[config.mk]
export PLATFORM = sky130hd
export DESIGN_NAME = status_array_mem_flat
export DESIGN_NICKNAME = d
export VERILOG_FILES = /design/src/rtl/status_array_mem_pkg.sv /design/src/rtl/status_array_mem_if.sv /design/src/rtl/status_array_mem.sv /design/src/flat_wrapper.sv
export SDC_FILE = /design/constraint.sdc
export NUM_CORES = 1
export LEC_CHECK = 0
export CORE_MARGIN = 1.5
export CORE_UTILIZATION = 57
export DETAILED_ROUTE_END_ITERATION = 8
export DONT_BUFFER_PORTS = 1
export PLACE_DENSITY = 0.75
export SLEW_MARGIN = 20
export SYNTH_ARGS = -nofsm -noshare
export SYNTH_HDL_FRONTEND = slang
export SYNTH_SLANG_ARGS = --single-unit
[constraint.sdc]
create_clock -name clk -period 4.4 [get_ports clk]
set_input_delay 0.66 -clock clk [delete_from_list [all_inputs] [get_ports clk]]
set_output_delay 0.66 -clock clk [all_outputs]
set_load 0.005 [all_outputs]
[src/rtl/status_array_mem_pkg.sv]
// Purpose : shared geometry of the instruction-cache status array (row/address/mask widths).
// Latency : n/a (constants and types only).
// Backpr. : n/a.
package status_array_mem_pkg;

  localparam int ADDR_WIDTH  = 6;
  localparam int ROW_WIDTH   = 8;
  localparam int NUM_BLOCKS  = 4;
  localparam int BLOCK_WIDTH = ROW_WIDTH / NUM_BLOCKS;
  localparam int NUM_ROWS    = 2 ** ADDR_WIDTH;

  typedef logic [ADDR_WIDTH-1:0] addr_t;
  typedef logic [ROW_WIDTH-1:0]  row_t;
  typedef logic [NUM_BLOCKS-1:0] mask_t;

endpackage

[src/rtl/status_array_mem_if.sv]
// Purpose : request/response bundle between status-array requesters and the storage responder.
// Latency : n/a (wires only). master = requester (initializer, lookup/update), slave = storage.
// Backpr. : o_ready low (halt or reset) means the presented request is not taken this cycle.
interface status_array_mem_if;
  import status_array_mem_pkg::*;

  addr_t i_addr;    // row address
  row_t  i_data;    // write data
  logic  i_wen;     // 1 = write, 0 = read
  mask_t i_wmask;   // per-block write enable
  logic  i_valid;   // request present
  logic  o_ready;   // request accepted this cycle if i_valid
  row_t  o_rdata;   // read data
  addr_t o_raddr;   // address of returned read
  logic  o_rvalid;  // o_rdata/o_raddr valid

  modport master (
    output i_addr, i_data, i_wen, i_wmask, i_valid,
    input  o_ready, o_rdata, o_raddr, o_rvalid
  );

  modport slave (
    input  i_addr, i_data, i_wen, i_wmask, i_valid,
    output o_ready, o_rdata, o_raddr, o_rvalid
  );

endinterface

[src/rtl/status_array_mem.sv]
// Purpose : NUM_ROWS x ROW_WIDTH status array with per-block masked writes and a 1-deep read response.
// Latency : read data valid 1 cycle after accept; one request per cycle; writes give no response.
// Backpr. : o_ready = ~i_halt & ~srst; halt freezes array and response regs, srst clears the response.
// Ports   : clk, srst (sync, active high), i_halt (stall), bus (status_array_mem_if.slave).
module status_array_mem
  import status_array_mem_pkg::*;
(
  input  logic                 clk,
  input  logic                 srst,
  input  logic                 i_halt,
  status_array_mem_if.slave    bus
);

  // Storage is deliberately not reset: the initializer zeroes it through the normal write path.
  row_t  mem_q [NUM_ROWS];

  row_t  rdata_q,  rdata_d;
  addr_t raddr_q,  raddr_d;
  logic  rvalid_q, rvalid_d;

  logic  accept;
  logic  rd_accept;
  logic  wr_accept;
  row_t  cur_row;
  row_t  mem_row_d;

  assign bus.o_ready = ~i_halt & ~srst;
  assign accept      = bus.i_valid & bus.o_ready;
  assign rd_accept   = accept & ~bus.i_wen;
  assign wr_accept   = accept &  bus.i_wen;

  assign cur_row     = mem_q[bus.i_addr];

  // Merge the new data into the current row block by block; unmasked blocks keep their contents.
  for (genvar b = 0; b < NUM_BLOCKS; b++) begin : g_blk
    assign mem_row_d[b*BLOCK_WIDTH +: BLOCK_WIDTH] =
      bus.i_wmask[b] ? bus.i_data[b*BLOCK_WIDTH +: BLOCK_WIDTH]
                     : cur_row[b*BLOCK_WIDTH +: BLOCK_WIDTH];
  end

  // wr_accept already excludes halt and reset, so no partial write can happen in those cycles.
  always_ff @(posedge clk) begin
    if (wr_accept) begin
      mem_q[bus.i_addr] <= mem_row_d;
    end
  end

  always_comb begin
    rdata_d  = rdata_q;
    raddr_d  = raddr_q;
    rvalid_d = rvalid_q;
    // Under halt everything holds, including a response that was already being presented.
    if (!i_halt) begin
      rvalid_d = rd_accept;
      if (rd_accept) begin
        rdata_d = cur_row;
        raddr_d = bus.i_addr;
      end
    end
  end

  // Reset wins over halt: a pending response is dropped even while stalled.
  always_ff @(posedge clk) begin
    if (srst) begin
      rdata_q  <= '0;
      raddr_q  <= '0;
      rvalid_q <= 1'b0;
    end else begin
      rdata_q  <= rdata_d;
      raddr_q  <= raddr_d;
      rvalid_q <= rvalid_d;
    end
  end

  assign bus.o_rdata  = rdata_q;
  assign bus.o_raddr  = raddr_q;
  assign bus.o_rvalid = rvalid_q;

endmodule

[src/flat_wrapper.sv]
// flat-port wrapper written by rule: the top's interface ports become plain ports
module status_array_mem_flat import status_array_mem_pkg::*;
  (clk, srst, i_halt, bus_i_addr, bus_i_data, bus_i_wen, bus_i_wmask, bus_i_valid, bus_o_ready, bus_o_rdata, bus_o_raddr, bus_o_rvalid);
  status_array_mem_if bus_i ();
  input  logic clk;
  input  logic srst;
  input  logic i_halt;
  input wire logic [$bits(bus_i.i_addr)-1:0] bus_i_addr;
  input wire logic [$bits(bus_i.i_data)-1:0] bus_i_data;
  input wire logic [$bits(bus_i.i_wen)-1:0] bus_i_wen;
  input wire logic [$bits(bus_i.i_wmask)-1:0] bus_i_wmask;
  input wire logic [$bits(bus_i.i_valid)-1:0] bus_i_valid;
  output wire logic [$bits(bus_i.o_ready)-1:0] bus_o_ready;
  output wire logic [$bits(bus_i.o_rdata)-1:0] bus_o_rdata;
  output wire logic [$bits(bus_i.o_raddr)-1:0] bus_o_raddr;
  output wire logic [$bits(bus_i.o_rvalid)-1:0] bus_o_rvalid;
  assign bus_i.i_addr = bus_i_addr;
  assign bus_i.i_data = bus_i_data;
  assign bus_i.i_wen = bus_i_wen;
  assign bus_i.i_wmask = bus_i_wmask;
  assign bus_i.i_valid = bus_i_valid;
  assign bus_o_ready = bus_i.o_ready;
  assign bus_o_rdata = bus_i.o_rdata;
  assign bus_o_raddr = bus_i.o_raddr;
  assign bus_o_rvalid = bus_i.o_rvalid;
  status_array_mem u_core (.clk(clk), .srst(srst), .i_halt(i_halt), .bus(bus_i));
endmodule
==> results.md, run 1 <==
* First-pass GRT wire length at approximately 86000 um
* Largest net degree at the start of global routing at between 100 and 150
* Max Root-Sink Buffers at 3
* Cell count after synthesis at ~1300
* Final #Nets at roughly 1300
* Clock share of power at 40.5%
* Fin crit period at 3.42 ns
* Row count at slightly below 70
* Pint at a little over 8 mW
* Reg-to-reg startpoint: u_core.mem_q[24][3]$_DFFE_PP_
* Max Slew Vio Count at 0
* RSZ-0062 raised after global routing: no
* Core area at between 30000 and 40000 sq um
* Netlist cell types at just under 70
* # resized after CTS at 0
* Die Area at 37600 sq um
* Period utilisation layout at around 78%
* WL final at around 59000 um
* CP top delay family: buffers and inverters
* Post-DP HPWL at between 30000 and 40000 um
* Seq/Total Area, Yosys at 75.4%
* # DRC at 2
* Vias per cell at just over 7
* Comb power frac at approximately 6%
* # IOs at 39
* Max Clk Rate at 0.293 GHz
* CTS H-tree lvls at 2
* Share of cells above drive strength 1 at 14.9%
* Setup WS post-layout at about 0.98 ns
* Mapped Area at 20800 sq um
* Final Hold Viols at 0
* Failing checks: design-rule violations
* Crit Path Category: in -> reg
* Hold Startpoint: srst
* Leak pwr at 7.39 nW
* # Post-CTS Setup Buffers at 0
* Syn_area_per_cell at 16.2 sq um
* Hold path endpoint: u_core.bus.o_rdata[5]$_SDFFE_PP0P_
* WP data required at ~4.7 ns
* CTS buffer count at about 50
* CTS tree: yes
* DR iter-0 viols at roughly 2400
* Endpoints failing setup at 0
* Async S/R FF share, synth at 0%
* Power per cell area at 453 nW/um^2
* Cell depth of the worst flop-to-flop path at 8
* Vias in the first global route at 12600
* Max VDD drop at between 0.3 and 0.4 mV
* GRT overflow at 0
* Layout area overhead at 11.6%
* Slew Limit Headroom at between 30 and 40%
* Vias at ~13000
* Fill cells at 2467
* WHS at approximately 0.16 ns
* Clock sinks at 527
* Hold buffers post-CTS at 0
* Syn nets at between 1000 and 1500
* CP Buf/Inv Count at 3
* Antenna Cells at 0
* Initial antenna violation count at 0
* Sequential share of power at 53.4%
* Clk_lat worst skew at ~0.58 ns
* Worst Hold Class: in -> reg
* FF-to-FF setup slack at 1.30 ns
* Reg-to-reg endpoint: u_core.mem_q[36][3]$_DFFE_PP_
* Post-route ant nets at 0
* WP data arrival at approximately 3.7 ns
* Initial Util at ~58%
* Clk root buf: clkbuf_16
* Synthesized flop and latch total at roughly 530
* Synth warnings at 0
* Chip Width at 194 um
* Post-route setup TNS at 0 ns
* Worst setup EP type: flip-flop
* Sw Share at a little over a fifth
* Routability congestion estimate at 0.945
* WL/cell at ~32 um
* MaxCap Viol Count at 0
* Pre-antenna DRT Iters at 8
* Port bufs at 0
* Most used DFF post-synth: edfxtp_1
* Hold Crit Depth at 1
* Slowest-stage cell, CP: inv_1
* EDFF count, synth at just over 500
* Actual slew at the worst max-slew pin at 0.979 ns
* Startpoint types: input pin
* Crit-path max FO at roughly 120
* Worst-path clk slew at roughly 0.070 ns
* Status: finished, violations left
* Global Route Usage Sum at 31.6%
* CP peak stage delay at roughly 0.67 ns
* Clk_skew at between 0.02 and 0.03 ns
* Die Ht at just under 200 um
* Net Sw Power at between 2 and 2.5 mW
* Worst-path cell chain: inv_1, a21oi_1, o31ai_1, o221ai_1, nor4_1, buf_4, a21oi_4, buf_12
* Pre-CTS setup slack at 0.640 ns
state kept, by name, summed over array words and instances (netlist names):
name,cells
u_core.bus.o_rdata,8
u_core.bus.o_rvalid,1
u_core.bus.o_raddr,6
u_core.mem_q,512
through the flow:
step                std cells  instance area [sq um]  util (%)  power (mW)
detailed placement       1719                  21600      60.4        6.34
global route             1813                  23200      64.9        10.7
global placement         1719                  21600      60.4        6.32
floorplan                1284                  20800         -        6.11
finish                   1813                  23200      64.9        10.5
CTS                      1813                  23200      64.9        10.5
cells in the final DEF, fill, tap and decap left out, types with 17 or more instances in the layout:
master and instances:
a221oi_1 32, a221o_1 23, a21oi_1 29, nor3_1 17, a22oi_1 69, a31oi_1 18, a22o_1 30, edfxtp_1 512
mux2_2 27, nor2_1 97, nand2_1 52, mux2i_1 49, buf_4 60, clkbuf_16 51, o22ai_1 30
layout make-up:
class | instances | area (sq um) | area share (%)
Clock inverter | 28 | 264 | 1.14
Timing Repair Buffer | 66 | 571 | 2.46
Tap cell | 461 | 577 | 2.49
Multi-Input combinational cell | 656 | 4730 | 20.4
Inverter | 9 | 33.8 | 0.146
Clock buffer | 66 | 1340 | 5.79
Sequential cell | 527 | 15700 | 67.6
synth_stat cells, types with 3 or more instances:
cell	instances	area [sq um]
a211oi_1	10	75.1
a21oi_1	32	160
a221o_1	23	230
a221oi_1	32	280
a222oi_1	4	40.0
a22o_1	30	263
a22oi_1	69	518
a2bb2oi_1	4	35.0
a31oi_1	19	119
a32o_1	3	30.0
and3_1	10	62.6
buf_1	9	33.8
buf_2	44	220
buf_4	4	30.0
buf_6	6	67.6
clkbuf_1	29	109
dfxtp_1	15	300
edfxtp_1	512	15400
inv_1	7	26.3
mux2_2	27	304
mux2i_1	49	490
mux4_2	6	135
nand2_1	52	195
nand2b_1	5	31.3
nand3_1	16	80.1
nand3b_1	4	30.0
nor2_1	98	368
nor2b_1	8	50.1
nor3_1	17	85.1
nor3b_1	4	30.0
nor4_1	5	31.3
o211ai_1	4	30.0
o21ai_0	16	80.1
o221ai_1	10	87.6
o22a_1	5	43.8
o22ai_1	30	188
o2bb2ai_1	3	26.3
o31a_1	5	43.8
o31ai_1	3	22.5
o32ai_1	9	78.8
or2_2	4	25.0
or3b_2	6	52.6
or4_1	3	22.5
power by group through the flow:
stage	registers [mW]	logic, mW	clock network, mW
2_1_floorplan	5.73	0.382	0
3_3_place_gp	5.72	0.603	0
3_5_place_dp	5.72	0.617	0
4_1_cts	5.61	0.620	4.27
5_1_grt	5.61	0.659	4.45
6_report	5.61	0.635	4.26
worst max path at each step:
stage / start / end / slack (ns) / cells past startpoint
after floorplan: bus_i_addr[1] / u_core.mem_q[0][7]$_DFFE_PP_ / 0.02 / 9
after detailed placement: bus_i_addr[2] / u_core.mem_q[61][0]$_DFFE_PP_ / 0.64 / 8
final: bus_i_addr[1] / u_core.mem_q[36][3]$_DFFE_PP_ / 0.98 / 8
after global routing: bus_i_addr[1] / u_core.mem_q[36][3]$_DFFE_PP_ / 1.08 / 8
after CTS: bus_i_addr[2] / u_core.mem_q[40][0]$_DFFE_PP_ / 1.23 / 8
after global placement: bus_i_addr[2] / u_core.mem_q[28][0]$_DFFE_PP_ / 0.75 / 8
per-layer routing:
layer	part of all wire (%)	track usage [%]	vias up
met1	36	43.8	6490
met4	6.0	16.0	0
li1	-	-	5287
met3	14	7.10	210
met2	45	47.5	1152
met5	0	0	-
cell families after synthesis:
group / Yosys count / share of synthesized area, %
muxes: 82 / 4.47
DFF: 527 / 75.4
AOI/OAI and AO/OA: 332 / 12.3
buffers and inverters: 101 / 2.38
and+or+nand+nor: 242 / 5.47
(Power assumes the default switching activity.)
==> run 2, diff against run 1 <==
--- a/config.mk
+++ b/config.mk
@@ -6,10 +6,10 @@
 export NUM_CORES = 1
 export LEC_CHECK = 0
 export CORE_MARGIN = 1.5
-export CORE_UTILIZATION = 57
+export CORE_UTILIZATION = 60
 export DETAILED_ROUTE_END_ITERATION = 8
 export DONT_BUFFER_PORTS = 1
-export PLACE_DENSITY = 0.75
+export PLACE_DENSITY = 0.76
 export SLEW_MARGIN = 20
 export SYNTH_ARGS = -nofsm -noshare
 export SYNTH_HDL_FRONTEND = slang
==> constraint.sdc (replaced) <==
create_clock -name clk -period 3.2 [get_ports clk]
set_input_delay 0.48 -clock clk [delete_from_list [all_inputs] [get_ports clk]]
set_output_delay 0.48 -clock clk [all_outputs]
set_load 0.005 [all_outputs]
==> run 2 against run 1 <==
The run now ends clean. Total power grew 42%. Register-to-register slack lost 1.1 ns. Non-clock buffer count grew 86. Clock skew shrank 0.0066 ns. Clock-buffer cell count shrank 4. Sequential share of layout area shrank 2.8 points. Critical path type unchanged. Largest cell class unchanged.
==> results.md, run 2 (synthesis results as in run 1) <==
* Status: completed
* Max VDD drop at 0.544 mV
* Global Route Usage Sum at approximately a third
* Most frequent cells in the layout: edfxtp_1, buf_4, nor2_1
* CTS H-tree lvls at 2
* Initial antenna violation count at 3
* Placed cell area at between 20000 and 25000 sq um
* Slew Limit Headroom at 32.1%
* Core area at approximately 34000 sq um
* # DRC at 0
* Post-route ant nets at 0
* CTS tree: yes
* Tot Pwr at 14.9 mW
* CTS buffer count at between 50 and 60
* RSZ-0062 raised after global routing: no
* Leak pwr at approximately 7.9 nW
* Startpoint types: input pin
* Worst setup EP type: flip-flop
* Initial Util at approximately three fifths
* # Post-CTS Setup Buffers at 0
* MaxCap Viol Count at 0
* CP peak stage delay at about 0.70 ns
* Actual slew at the worst max-slew pin at 1.02 ns
* Endpoints failing setup at 0
* Finished Core Util at a little under three quarters
* Post-DP HPWL at approximately 39000 um
* Crit-path max FO at between 100 and 150
* Worst-path clk slew at approximately 0.060 ns
* Chip Width at between 150 and 200 um
* Share of cells above drive strength 1 at 20.4%
* Final instance area at 24200 sq um
* Worst-path cell chain: nor2b_2, buf_12, buf_4, a22oi_1, o21ai_0, a2bb2oi_1, o2111ai_1, o31a_2, buf_4
* Worst Hold Class: in -> reg
* Max reg flops at 512
* Commonest non-fill, non-tap cell in the layout: edfxtp_1
* Fin crit period at between 3 and 4 ns
* Max Root-Sink Buffers at 3
* Layout area overhead at 16.4%
* Final Hold Viols at 0
* Die Area at around 36000 sq um
* WHS at slightly below 0.06 ns
* Power per cell area at 616 nW/um^2
* Clk root buf: clkbuf_16
* Vias per cell at a little over 7
* Clk_skew at around 0.019 ns
* Pre-antenna DRT Iters at 8
* WL/cell at 32.1 um
* Crit Path Category: in -> reg
* # IOs at 39
* Largest net degree at the start of global routing at around 120
* GRT overflow at 0
* Clk_lat worst skew at 0.57 ns
* Routability congestion estimate at 1.00
* Final #Nets at 1420
* Period utilisation layout at 98.1%
* Largest register by flop count: u_core.mem_q
* Vias at roughly 14000
* Setup WS post-layout at between 0.05 and 0.06 ns
* Post-route setup TNS at 0 ns
* Pre-CTS setup slack at -0.133 ns
* Fill cells at a little over 2000
* First-pass GRT wire length at just under 90000 um
* Most frequent CP cell: buf_4
* Max Slew Vio Count at 0
* WP data arrival at approximately 3.5 ns
* Final std cells w/o fill at about 1900
* WP data required at 3.53 ns
* Slowest-stage cell, CP: nor2b_2
* Vias in the first global route at about 13000
* Die Ht at ~190 um
* Placed insts at between 1500 and 2000
* Row count at 67
* WL final at approximately 61000 um
* Port bufs at 0
* Max Clk Rate at around 0.32 GHz
* Clock sinks at ~530
* DR iter-0 viols at 2173
==> run 2: changes by cell type in the layout (fill, tap and decap cells not counted), sizes merged <==
| cell | delta |
|---|---|
| clkbuf | -4 |
| diode | +4 |
| buf | +85 |
| inv | +2 |
| clkinvlp | +2 |
| dlygate4sd3 | +1 |
| bufinv | +3 |
| clkinv | -4 |
==> run 2: layout make-up <==
cell class | count | area (sq um) | area share, %
Sequential cell | 527 | 15700 | 64.8
Multi-Input combinational cell | 656 | 4720 | 19.5
Clock buffer | 62 | 1330 | 5.49
Inverter | 9 | 33.8 | 0.140
Clock inverter | 31 | 383 | 1.58
Timing Repair Buffer | 152 | 1470 | 6.07
Antenna cell | 4 | 10.0 | 0.0414
Tap cell | 448 | 561 | 2.32
==> run 2: timing repair <==
action,4_1_cts,5_1_grt
hold buffers,1,0
resized for setup,0,0
hold endpoints to repair,12,0
==> run 2: report_power, final <==
part / internal, mW / leakage, nW / switching (mW) / total (mW)
clock: 3.61 / 0.841 / 2.55 / 6.17
sequential: 7.71 / 4.71 / 0.00790 / 7.71
combinational: 0.350 / 2.40 / 0.659 / 1.01
==> run 2: path summary, 6_finish.rpt <==
kind	startpoint	endpoint	slack (ns)	cells past startpoint
max	bus_i_addr[1]	u_core.mem_q[51][1]$_DFFE_PP_	0.06	9
min	i_halt	u_core.bus.o_rvalid$_SDFFE_PP0N_	0.06	2
max reg2reg	u_core.mem_q[28][1]$_DFFE_PP_	u_core.mem_q[51][1]$_DFFE_PP_	0.22	7
min reg2reg	u_core.bus.o_raddr[4]$_SDFFE_PP0P_	u_core.bus.o_raddr[4]$_SDFFE_PP0P_	0.47	2
==> run 2: routing by layer <==
| layer | GRT usage (%) | wire, um | vias up |
|---|---|---|---|
| met5 | 0 | 23 | - |
| met4 | 14.1 | 3020 | 4 |
| met3 | 10.6 | 8730 | 213 |
| met2 | 52.3 | 27200 | 1187 |
| met1 | 46.5 | 21700 | 6730 |
| li1 | - | - | 5471 |
==> run 2: critical path, delay by kind of cell <==
kind                   cells  cell delay (ns)
buffers and inverters      3             0.82
AOI/OAI and AO/OA          5             1.40
and+or+nand+nor            1             0.70
==> run 3, diff against run 2 <==
--- a/config.mk
+++ b/config.mk
@@ -10,7 +10,9 @@
 export DETAILED_ROUTE_END_ITERATION = 8
 export DONT_BUFFER_PORTS = 1
 export PLACE_DENSITY = 0.76
+export REMOVE_ABC_BUFFERS = 1
 export SLEW_MARGIN = 20
 export SYNTH_ARGS = -nofsm -noshare
 export SYNTH_HDL_FRONTEND = slang
 export SYNTH_SLANG_ARGS = --single-unit
+export TNS_END_PERCENT = 30
==> constraint.sdc (replaced) <==
create_clock -name clk -period 3 [get_ports clk]
set_input_delay 0.45 -clock clk [delete_from_list [all_inputs] [get_ports clk]]
set_output_delay 0.45 -clock clk [all_outputs]
set_load 0.005 [all_outputs]
==> run 3 against run 2 <==
Utilization is 0.30 points lower. Critical path depth is 2 lower. Largest cell class unchanged. Total power grew 2.0%. Sequential share of layout area grew 0.28 points. Setup slack improved by 0.030 ns. Clock power decreased by 4.7%. Worst hold slack got worse by 0.026 ns. Design area fell by 0.42%.
==> results.md, run 3 (synthesis results as in run 1) <==
* RSZ-0062 raised after global routing: no
* Period utilisation layout at between 90% and 100%
* WL/cell at between 30 and 40 um
* Worst setup EP type: flip-flop
* Most frequent cells in the layout: edfxtp_1, buf_4, nor2_1
* Global Route Usage Sum at around a third
* Initial antenna violation count at 0
* CP Buf/Inv Count at 1
* CP peak stage delay at ~0.49 ns
* CTS H-tree lvls at 2
* Port bufs at 0
* Clock sinks at between 500 and 600
* Post-route ant nets at 0
* Worst Hold Class: in -> reg
* Crit Path Category: reg -> reg
* DR iter-0 viols at around 2200
* First-pass GRT wire length at roughly 90000 um
* Post-DP HPWL at 39000 um
* Row count at 67
* Routability congestion estimate at 1.01
* Clk_lat worst skew at about 0.58 ns
* Final Hold Viols at 0
* Commonest non-fill, non-tap cell in the layout: edfxtp_1
* Worst-path clk slew at roughly 0.060 ns
* Clk_skew at 0.0217 ns
* Actual slew at the worst max-slew pin at around 0.98 ns
* Status: completed
* Die Area at 35800 sq um
* CTS tree: yes
* Setup WS post-layout at approximately 0.090 ns
* Worst-path cell chain: mux2_2, a221o_1, a22oi_1, a2bb2oi_1, o2111ai_1, o31a_2, buf_12
* CP top delay family: compound AO/OA/AOI/OAI gates
* WL final at approximately 61000 um
* CTS buffer count at 51
* Vias in the first global route at about 13000
* Max VDD drop at 0.533 mV
* Die Ht at roughly 190 um
* Tot Pwr at roughly 15 mW
* # IOs at 39
* Power per cell area at 631 nW/um^2
* Max Slew Vio Count at 0
* Final instance area at ~24000 sq um
* Crit-path max FO at 34
* MaxCap Viol Count at 0
* GRT overflow at 0
* Slowest-stage cell, CP: o31a_2
* Largest net degree at the start of global routing at approximately 120
* Endpoints failing setup at 0
* Slew Limit Headroom at between 30% and 40%
* Vias at approximately 13000
* Max reg flops at a little over 500
* WP data arrival at approximately 3.2 ns
* Leak pwr at 7.95 nW
* Chip Width at approximately 190 um
* Pre-antenna DRT Iters at 8
* # DRC at 0
* Startpoint types: flip-flop
* Largest register by flop count: u_core.mem_q
* Share of cells above drive strength 1 at between 20 and 25%
* Core area at roughly 34000 sq um
* Max Clk Rate at approximately 0.34 GHz
* Max Root-Sink Buffers at 3
* Fin crit period at roughly 2.9 ns
* Pre-CTS setup slack at -0.149 ns
* Clk root buf: clkbuf_16
* Layout area overhead at 15.9%
* WP data required at 3.29 ns
* Placed cell area at 22600 sq um
* Final #Nets at around 1400
* Vias per cell at between 7 and 8
* Initial Util at 61.5%
==> run 3: cell count changes in the layout (fill, tap and decap cells not counted), moves of 2 or more <==
cell,previous run,this run
buf_4,125,152
clkinv_1,4,15
bufinv_16,8,2
buf_12,26,22
clkinv_2,13,9
diode_2,4,1
clkbuf_1,10,12
clkinvlp_4,2,0
inv_6,4,2
==> run 3: cell type report <==
| class | count | area, sq um |
|---|---|---|
| Clock inverter | 27 | 175 |
| Timing Repair Buffer | 175 | 1590 |
| Sequential cell | 527 | 15700 |
| Tap cell | 448 | 561 |
| Multi-Input combinational cell | 656 | 4720 |
| Inverter | 9 | 33.8 |
| Clock buffer | 63 | 1320 |
| Fill cell | 2097 | 9700 |
| Antenna cell | 1 | 2.50 |
==> run 3: stage by stage <==
stage               setup TNS [ns]  hold slack, ns  utilization, %  std cells
finish                           0          0.0326            71.3       1906
global route                     0          0.0326            71.3       1905
CTS                              0          0.0245            71.3       1905
detailed placement          -12.28           0.462            66.8       1814
global placement            -11.01           0.456            66.8       1814
floorplan                  -930.91           0.447               -       1192
==> run 3: final timing paths <==
kind / startpoint / to / slack (ns) / cells past startpoint
setup / recovery: u_core.mem_q[25][1]$_DFFE_PP_ / u_core.mem_q[4][1]$_DFFE_PP_ / 0.09 / 7
hold / removal: i_halt / u_core.bus.o_rvalid$_SDFFE_PP0N_ / 0.03 / 2
setup reg to reg: u_core.mem_q[25][1]$_DFFE_PP_ / u_core.mem_q[4][1]$_DFFE_PP_ / 0.09 / 7
hold reg to reg: u_core.bus.o_raddr[1]$_SDFFE_PP0P_ / u_core.bus.o_raddr[1]$_SDFFE_PP0P_ / 0.47 / 2
==> run 3: per-layer routing <==
metal,wire [um],global-route usage (%)
met2,27800,52.8
met1,21600,47.2
met5,0,0
met3,8470,9.43
met4,3040,15.9
==> run 3: power by group <==
part / switching, mW / total [mW] / internal (mW)
registers: 0.00678 / 8.23 / 8.22
logic: 0.704 / 1.08 / 0.377
clock network: 2.60 / 5.88 / 3.28
total: 3.31 / 15.2 / 11.9
==> run 3: timing repair <==
action,4_1_cts,5_1_grt
endpoints found under the setup margin,0,0
gates resized for setup,0,0
hold buffers,1,0
endpoints found under the hold margin,12,0
buffers inserted,0,0
